## config.mk

```make
export PLATFORM = sky130hd
export DESIGN_NAME = hazard_ctrl
export DESIGN_NICKNAME = d
export VERILOG_FILES = /design/src/rtl/hazard_ctrl_pkg.sv /design/src/rtl/hazard_fwd_sel.sv /design/src/rtl/hazard_ctrl.sv
export SDC_FILE = /design/constraint.sdc
export NUM_CORES = 1
export LEC_CHECK = 0
export CAP_MARGIN = 25
export CORE_AREA = 2 2 76 78
export CTS_BUF_LIST = sky130_fd_sc_hd__clkbuf_2 sky130_fd_sc_hd__clkbuf_4 sky130_fd_sc_hd__clkbuf_8
export CTS_CLUSTER_DIAMETER = 50
export DETAILED_ROUTE_END_ITERATION = 16
export DIE_AREA = 0 0 78 80
export HOLD_SLACK_MARGIN = 0.06
export PLACE_DENSITY = 0.82
export SLEW_MARGIN = 20
export SYNTH_ARGS = -nofsm -noshare
export SYNTH_HDL_FRONTEND = slang
export SYNTH_SLANG_ARGS = --single-unit
```

## constraint.sdc

```tcl
create_clock -name clk -period 2.2 [get_ports clk]
set_clock_uncertainty 0.05 [all_clocks]
set_input_delay 0.44 -clock clk [delete_from_list [all_inputs] [get_ports clk]]
set_output_delay 0.44 -clock clk [all_outputs]
set_load 0.1 [all_outputs]
```

## src/rtl/hazard_ctrl_pkg.sv

```systemverilog
// Shared codes for the hazard controller: FSM states, forward selects and
// register write modes (NOREGWRITE marks an instruction that writes no register).
package hazard_ctrl_pkg;

    typedef enum logic [1:0] {
        ST_FLUSH = 2'b00,
        ST_RUN   = 2'b01,
        ST_MISS  = 2'b10
    } state_t;

    localparam logic [1:0] FWD_REG = 2'b00;
    localparam logic [1:0] FWD_MEM = 2'b10;
    localparam logic [1:0] FWD_WB  = 2'b01;

    localparam logic [2:0] NOREGWRITE = 3'd0;
    localparam logic [2:0] LB         = 3'd1;
    localparam logic [2:0] LH         = 3'd2;
    localparam logic [2:0] LW         = 3'd3;
    localparam logic [2:0] LBU        = 3'd4;
    localparam logic [2:0] LHU        = 3'd5;

endpackage

```

## src/rtl/hazard_fwd_sel.sv

```systemverilog
// Combinational forward select for one EX operand; MEM result wins over WB,
// and x0 is never forwarded.
module hazard_fwd_sel
    import hazard_ctrl_pkg::*;
(
    input  logic [4:0] src,
    input  logic       read_en,
    input  logic [4:0] dst_m,
    input  logic [2:0] write_m,
    input  logic [4:0] dst_w,
    input  logic [2:0] write_w,
    output logic [1:0] sel
);

    logic hit_m;
    logic hit_w;

    assign hit_m = read_en && (write_m != NOREGWRITE) && (dst_m != 5'd0) && (dst_m == src);
    assign hit_w = read_en && (write_w != NOREGWRITE) && (dst_w != 5'd0) && (dst_w == src);

    always_comb begin
        sel = FWD_REG;
        if (hit_m)
            sel = FWD_MEM;
        else if (hit_w)
            sel = FWD_WB;
    end

endmodule

```

## src/rtl/hazard_ctrl.sv

```systemverilog
// Pipeline hazard controller: post-reset flush, cache-miss freeze, branch/load-use/JAL
// handling and EX forwarding. Define HAZARD_PERF_CNT_EN to build the performance counters.
module hazard_ctrl
    import hazard_ctrl_pkg::*;
#(
    parameter int RST_FLUSH_CYCLES = 2
) (
    input  logic        clk,
    input  logic        rst,
    input  logic [4:0]  Reg1SrcD,
    input  logic [4:0]  Reg2SrcD,
    input  logic [1:0]  RegReadD,
    input  logic [4:0]  Reg1SrcE,
    input  logic [4:0]  Reg2SrcE,
    input  logic [1:0]  RegReadE,
    input  logic [4:0]  RegDstE,
    input  logic [4:0]  RegDstM,
    input  logic [4:0]  RegDstW,
    input  logic        MemToRegE,
    input  logic [2:0]  RegWriteM,
    input  logic [2:0]  RegWriteW,
    input  logic        BranchE,
    input  logic        JalrE,
    input  logic        JalD,
    input  logic        ICacheMiss,
    input  logic        DCacheMiss,
    output logic        StallF,
    output logic        StallD,
    output logic        StallE,
    output logic        StallM,
    output logic        StallW,
    output logic        FlushF,
    output logic        FlushD,
    output logic        FlushE,
    output logic        FlushM,
    output logic        FlushW,
    output logic [1:0]  Forward1E,
    output logic [1:0]  Forward2E,
    output logic [31:0] StallCnt,
    output logic [31:0] LoadUseCnt,
    output logic [31:0] FlushCnt
);

    localparam logic [3:0] FLUSH_RELOAD = 4'(RST_FLUSH_CYCLES);

    state_t     state;
    state_t     state_next;
    logic [3:0] flush_cnt;
    logic [1:0] fwd1;
    logic [1:0] fwd2;
    logic       any_miss;
    logic       redirect;
    logic       load_use;

    assign any_miss = ICacheMiss | DCacheMiss;
    assign redirect = BranchE | JalrE;
    assign load_use = MemToRegE && (RegDstE != 5'd0) &&
                      (((RegDstE == Reg1SrcD) && RegReadD[1]) ||
                       ((RegDstE == Reg2SrcD) && RegReadD[0]));

    hazard_fwd_sel u_fwd1 (
        .src(Reg1SrcE), .read_en(RegReadE[1]),
        .dst_m(RegDstM), .write_m(RegWriteM),
        .dst_w(RegDstW), .write_w(RegWriteW),
        .sel(fwd1)
    );

    hazard_fwd_sel u_fwd2 (
        .src(Reg2SrcE), .read_en(RegReadE[0]),
        .dst_m(RegDstM), .write_m(RegWriteM),
        .dst_w(RegDstW), .write_w(RegWriteW),
        .sel(fwd2)
    );

    always_ff @(posedge clk or posedge rst) begin
        if (rst) begin
            state     <= ST_FLUSH;
            flush_cnt <= FLUSH_RELOAD;
        end else begin
            state <= state_next;
            if (state == ST_FLUSH)
                flush_cnt <= flush_cnt - 4'd1;
        end
    end

    // RUN and MISS share one decode: MISS only persists while a miss is still high.
    always_comb begin
        state_next = state;
        {StallF, StallD, StallE, StallM, StallW} = 5'b00000;
        {FlushF, FlushD, FlushE, FlushM, FlushW} = 5'b00000;
        Forward1E = FWD_REG;
        Forward2E = FWD_REG;
        case (state)
            ST_FLUSH: begin
                {FlushF, FlushD, FlushE, FlushM, FlushW} = 5'b11111;
                if (flush_cnt == 4'd1)
                    state_next = ST_RUN;
            end
            ST_RUN, ST_MISS: begin
                Forward1E  = fwd1;
                Forward2E  = fwd2;
                state_next = ST_RUN;
                if (any_miss) begin
                    {StallF, StallD, StallE, StallM, StallW} = 5'b11111;
                    state_next = ST_MISS;
                end else if (redirect) begin
                    FlushD = 1'b1;
                    FlushE = 1'b1;
                end else if (load_use) begin
                    StallF = 1'b1;
                    StallD = 1'b1;
                    FlushE = 1'b1;
                end else if (JalD) begin
                    FlushD = 1'b1;
                end
            end
            default: state_next = ST_FLUSH;
        endcase
    end

`ifdef HAZARD_PERF_CNT_EN
    function automatic logic [31:0] sat_inc(input logic [31:0] v);
        return (v == 32'hFFFF_FFFF) ? v : v + 32'd1;
    endfunction

    // StallW is only raised by a miss and StallF without StallW only by load-use.
    always_ff @(posedge clk or posedge rst) begin
        if (rst) begin
            StallCnt   <= 32'd0;
            LoadUseCnt <= 32'd0;
            FlushCnt   <= 32'd0;
        end else begin
            if (StallW)
                StallCnt <= sat_inc(StallCnt);
            if (StallF && !StallW)
                LoadUseCnt <= sat_inc(LoadUseCnt);
            if (FlushE && (state != ST_FLUSH))
                FlushCnt <= sat_inc(FlushCnt);
        end
    end
`else
    assign StallCnt   = 32'd0;
    assign LoadUseCnt = 32'd0;
    assign FlushCnt   = 32'd0;
`endif

endmodule

```

==> results of run 1 <==
[worst register-to-register path: cells and delay by family, from the launching register on]
family / cells / cell delay (ns)
AOI/OAI and AO/OA: 1 / 0.15
DFF: 1 / 0.35
adders and majority gates: 1 / 0.26
muxes: 1 / 0.11
buffers and inverters: 3 / 0.34
and+or+nand+nor: 1 / 0.39
[logic make-up after synthesis]
logic type               count (synthesis)
other                                    1
XOR/XNOR                                33
adder cells (fa/ha/maj)                  4
AO/OA/AOI/OAI                           13
flip-flops                               6
buffers and inverters                  109
multiplexers                             2
AND/OR/NAND/NOR                         35
[state kept, by name, summed over array words and instances, names as in the netlist]
register and flops:
flush_cnt 4, state 2
[where the power goes]
| group | internal, W | leakage, nW | total (W) | switching, W |
|---|---|---|---|---|
| combinational | 0.000944 | 1.08 | 0.00318 | 0.00223 |
| sequential | 0.000178 | 0.0706 | 0.000226 | 0.0000476 |
| clock | 0.000137 | 0.0262 | 0.000184 | 0.0000470 |
| total | 0.00126 | 1.17 | 0.00359 | 0.00233 |
[metal layers]
metal | track usage [%] | vias up | routed length [microns]
li1 | - | 619 | -
met1 | 11.59 | 590 | 1348
met2 | 21.12 | 68 | 2309
met3 | 2.376 | 4 | 269
met4 | 2.807 | 0 | 28
met5 | 0 | - | 0
[area by class of cell]
type                            count  area share [%]
Multi-Input combinational cell    183           51.07
Timing Repair Buffer               85           35.76
Inverter                            7           1.093
Clock buffer                        4           2.030
Sequential cell                     6           6.299
Tap cell                           72           3.748
[what timing repair did]
item	CTS	global route
pin swaps	32	27
buffers inserted	3	2
setup endpoints to repair	8	8
resized for setup	95	40
hold endpoints to repair	0	0
[metrics by stage]
| stage | TNS, ns | setup WS (ns) |
|---|---|---|
| 2_1_floorplan | -1.255 | -0.2655 |
| 3_3_place_gp | -3.036 | -0.4277 |
| 3_5_place_dp | -3.325 | -0.4676 |
| 4_1_cts | -0.7869 | -0.3033 |
| 5_1_grt | -0.8653 | -0.3734 |
| 6_report | -0.6009 | -0.3084 |
[placed cells by master, fill, tap and decap left out, drive strengths merged]
cell type / n
clkdlybuf4s50: 13
mux2: 2
nor4: 5
o21a: 2
dfrtp: 5
o32ai: 1
nor2: 5
ha: 4
or4: 2
clkbuf: 14
and2: 3
o311ai: 1
nand3: 3
a21oi: 2
dlygate4sd2: 11
a32oi: 1
dfstp: 1
or3: 1
nand2: 7
nand4: 2
o21ai: 4
nor3: 6
buf: 44
xor2: 18
o31ai: 1
o211ai: 1
inv: 7
conb: 96
clkdlybuf4s15: 6
xnor2: 15
dlymetal6s2s: 1
or3b: 1
[cells in the mapped netlist (2+ instances only)]
cell / instances
and2_1: 2
a21oi_1: 2
nand2_1: 7
o21ai_1: 2
nor3_1: 4
xor2_1: 18
nor4_1: 5
nor3_2: 2
nor2_1: 5
inv_1: 6
o21a_1: 2
nand4_1: 2
o21ai_0: 2
buf_4: 101
xnor2_1: 15
or4_1: 2
dfrtp_1: 5
nand3_1: 3
mux2_1: 2
ha_1: 4
[worst paths after layout]
check                             startpoint            to  cells after the start
worst min register to register  flush_cnt[3]  flush_cnt[3]                      1
worst min-delay path                     rst  flush_cnt[0]                      2
worst max register to register      state[0]      state[0]                      7
worst max-delay path                state[0]        FlushD                      7
min in group clk                flush_cnt[3]  flush_cnt[3]                      1
max in group asynchronous                rst  flush_cnt[1]                      2
==> results by group, run 1 <==
Floorplanning
  – Die Height: 80 microns
  – Die Span X: 78 microns
  – Ports: 163
  – Core Rows: 27
  – Core Area: 5405 sq um
  – Starting Density: 29.44%
  – DIE AREA: 6240 sq um

Timing
  – Final period util: 114.0%
  – Setup violations, final: 3
  – Pins Over Slew Limit: 0
  – Hold_ws: 0.3784 ns
  – Post-route setup slack: -0.3084 ns
  – Fmax: 398.7 MHz
  – Min cycle time layout: 2.508 ns
  – RSZ-0062 raised after global routing: yes
  – Final hold violations: 0

Synthesis
  – EDFF count, synth: 0
  – Mean Syn Cell Area: 7.840 sq um
  – Largest area contributor in the netlist: buf_4
  – Asr flop ratio synth: 100.0%
  – Synth Area in XOR/XNOR: 18.16%
  – Adder-cell share of the synthesized area: 3.145%
  – Synth Instances: 203
  – Top cell type's share of synthesized area: 47.64%
  – Compound-Gate Fraction of Synth Area: 5.896%
  – Main combinational cell family by area after synthesis: buffers and inverters
  – Ys Warns: 0
  – Synth Area in Simple Gates: 12.11%
  – Ys flop type: dfrtp_1
  – Seq/Total Area, Yosys: 9.513%
  – FF+latch count, synth: 6
  – Netlist cell types: 32
  – Synth Cell Area: 1592 sq um
  – Post-synthesis mux area share: 1.415%
  – Top cells by area, synth: buf_4, xor2_1, xnor2_1

Power
  – Pwr Density: 1493 nW/um^2
  – Leakage power: 1.173 nW
  – Pwr Total: 0.003589 W
  – Max VDD drop: 929.0 uV

Drt
  – DR iter-0 viols: 16
  – DR WL/cell: 11.08 microns
  – DRT Pass-1 Iters: 3
  – Via count: 1281
  – DRC Markers: 0
  – Antenna-violating nets left: 0
  – Via/cell ratio: 3.588
  – Total wire length: 3.955 mm

Critical path
  – Slowest Stage Delay on Critical Path: 0.39 ns
  – Max FO, Critical Path: 2
  – Setup crit end kind: primary output
  – R2R Setup Slk: 0.48 ns
  – CP max stage cell: or3b_4
  – Setup crit start kind: flop
  – Crit Path Category: flop to primary output
  – Crit path DAT: 2.02 ns
  – Buffers plus inverters on the worst setup path: 2
  – CP top delay family: simple AND/OR/NAND/NOR gates
  – Req. time, crit path: 1.71 ns
  – Worst path cell trace: inv_2, ha_4, or3b_4, or3_4, o21ai_2, o21a_2, buf_12

Cells and area
  – Layout area overhead: 51.02%
  – Final net count: 343
  – Finished Layout Cells: 357
  – FF/Latch Area: 151.4 sq um
  – Fillcell total: 535
  – Ratio of cells with drive above 1 in the final layout: 32.28%
  – Number of diodes: 0
  – Utilization after layout: 44.47%
  – Multi-input gate area: 1227 sq um
  – Design Area, Final: 2404 sq um

CTS
  – CTS tree: yes
  – Hold_buf cts: 0
  – Cts bufs inserted: 3
  – Root Buffer: clkbuf_8
  – CTS clk-pin slew, worst paths: 0.04 ns
  – Clk_lat worst skew: 0.22 ns
  – Clock tree buffer depth: 2
  – CTS H-tree depth: 1
  – Clk sinks: 6

Placement
  – DP HPWL: 3.187 mm
  – Port Buf Inserts: 66
  – Cell Count Post-Placement: 348
  – Post-DP Area: 2251 sq um
  – Placer Congestion: 0.7893

GRT
  – Largest net degree at the start of global routing: 11
  – Vias in the first global route: 1176
  – Grt ovf: 0
  – Global-route wire length before repair: 5.368 mm
  – Global Route Usage Sum: 10.79%
  – Initial antenna violation count: 0

Job
  – Max-cap viol count: 0

Outcome
  – Failing checks: setup timing
  – Status: finished with violations

Min path
  – Min-Delay Path Class: primary input to asynchronous set/reset pin
(Power assumes the default switching activity.)
==> inputs of run 2 (changes only) <==
RECOVER_POWER = 100   (was default)
==> results by group, run 2 (synthesis results as in run 1) <==
Outcome
  – Status: finished with violations
  – Failing checks: setup timing

Placement
  – DP HPWL: 3.187 mm
  – Placer Congestion: 0.7893
  – Cell Count Post-Placement: 348
  – Pre-CTS setup slack: -0.4676 ns
  – Port Buf Inserts: 66

Cells and area
  – Final net count: 343
  – Top reg by flops: flush_cnt
  – Ratio of cells with drive above 1 in the final layout: 31.93%
  – Number of diodes: 0
  – Most common cell after layout, fill and taps aside: conb_1
  – Finished Layout Cells: 357
  – Top Registers: flush_cnt x4, state x2
  – Max reg flops: 4
  – Commonest cells after routing, fill and taps aside: conb_1, buf_4, xor2_1, xnor2_1, clkbuf_2
  – Utilization after layout: 43.63%
  – Layout area overhead: 48.19%

Timing
  – Worst Max-Slew Pin Slew: 0.5454 ns
  – Setup violations, final: 3
  – Post-route setup slack: -0.3085 ns
  – Pins Over Slew Limit: 0
  – Final period util: 114.0%
  – Slew headroom: 63.79%
  – Fmax: 398.6 MHz
  – Final hold violations: 0
  – RSZ-0062 raised after global routing: yes
  – Min cycle time layout: 2.509 ns

Critical path
  – Setup crit start kind: flop
  – Crit Path Category: flop to primary output
  – Req. time, crit path: 1.71 ns
  – Slowest Stage Delay on Critical Path: 0.39 ns
  – CP max stage cell: or3b_4
  – Setup crit end kind: primary output
  – Crit path DAT: 2.02 ns
  – Max FO, Critical Path: 2
  – Worst path cell trace: inv_2, ha_4, or3b_4, or3_4, o21ai_2, o21a_2, buf_12

CTS
  – Clock tree buffer depth: 2
  – Clk sinks: 6
  – Root Buffer: clkbuf_8
  – CTS clk-pin slew, worst paths: 0.04 ns
  – Cts bufs inserted: 3
  – Clk_lat worst skew: 0.22 ns
  – CTS H-tree depth: 1
  – Hold_buf cts: 0
  – CTS tree: yes

GRT
  – Initial antenna violation count: 0
  – Grt ovf: 0
  – Global-route wire length before repair: 5.368 mm
  – Largest net degree at the start of global routing: 11
  – Global Route Usage Sum: 10.79%
  – Vias in the first global route: 1176

Floorplanning
  – Core Area: 5405 sq um
  – Ports: 163
  – Die Span X: 78 microns
  – Die Height: 80 microns
  – Core Rows: 27
  – Starting Density: 29.44%
  – DIE AREA: 6240 sq um

Power
  – Max VDD drop: 758.9 uV
  – Leakage power: 1.160 nW
  – Pwr Density: 1466 nW/um^2

Drt
  – DRT Pass-1 Iters: 3
  – DR WL/cell: 11.11 microns
  – DR iter-0 viols: 23
  – Via/cell ratio: 3.588
  – Antenna-violating nets left: 0
  – DRC Markers: 0
  – Via count: 1281
  – Total wire length: 3.965 mm

Job
  – Max-cap viol count: 0

Min path
  – Min-Delay Path Class: flop to flop
-- run 2: path summary, 6_finish.rpt --
check                             start      endpoint  slack (ns)  cells past startpoint
max in group asynchronous           rst  flush_cnt[1]        1.33                      2
max                            state[0]        FlushD       -0.31                      7
min reg2reg                flush_cnt[3]  flush_cnt[3]        0.43                      1
max reg2reg                    state[0]      state[0]        0.48                      7
min                        flush_cnt[3]  flush_cnt[3]        0.43                      1
min in group asynchronous           rst  flush_cnt[0]        0.52                      2
-- run 2: critical path: cells and delay by family (launching register included) --
family                     cells  cell delay [ns]
buffers and inverters          2             0.22
DFF                            1             0.35
and+or+nand+nor                2             0.73
adders and majority gates      1             0.26
AOI/OAI and AO/OA              2             0.24
-- run 2: what timing repair did --
| item | 4_1_cts | 5_1_grt |
|---|---|---|
| pin swaps | 32 | 27 |
| resized for setup | 95 | 40 |
| endpoints found under the hold margin | 0 | 0 |
| buffers inserted | 3 | 2 |
| endpoints found under the setup margin | 8 | 8 |
-- run 2: where the power goes --
part / total [W] / switching [W] / internal [W] / leakage, nW
Combinational: 0.00305 / 0.00221 / 0.000834 / 1.06
Clock: 0.000184 / 0.0000470 / 0.000137 / 0.0262
Sequential: 0.000226 / 0.0000477 / 0.000178 / 0.0706
Total: 0.00346 / 0.00231 / 0.00115 / 1.16
-- run 2: metrics by stage --
step / setup TNS, ns / hold slack [ns] / power, W / area (sq um)
final: -0.5997 / 0.4316 / 0.003458 / 2359
after global routing: -0.9248 / 0.4779 / 0.003599 / 2359
after CTS: -0.7869 / 0.3844 / 0.003529 / 2338
after detailed placement: -3.325 / 0.4223 / 0.003278 / 2251
after global placement: -3.036 / 0.4081 / 0.003242 / 2251
after floorplan: -1.255 / 0.1802 / 0.002636 / 2031
-- run 2: cell type report --
cell class,count,area [sq um]
Multi-Input combinational cell,183,1227
Inverter,7,26.28
Fill cell,541,3047
Sequential cell,6,151.4
Clock buffer,4,48.80
Timing Repair Buffer,85,814.5
Tap cell,72,90.09
-- run 2: per-layer routing --
metal / vias up / wire [microns] / global-route usage [%]
li1: 619 / - / -
met1: 590 / 1353 / 11.59
met2: 68 / 2312 / 21.12
met3: 4 / 271 / 2.376
met4: 0 / 28 / 2.807
met5: - / 0 / 0
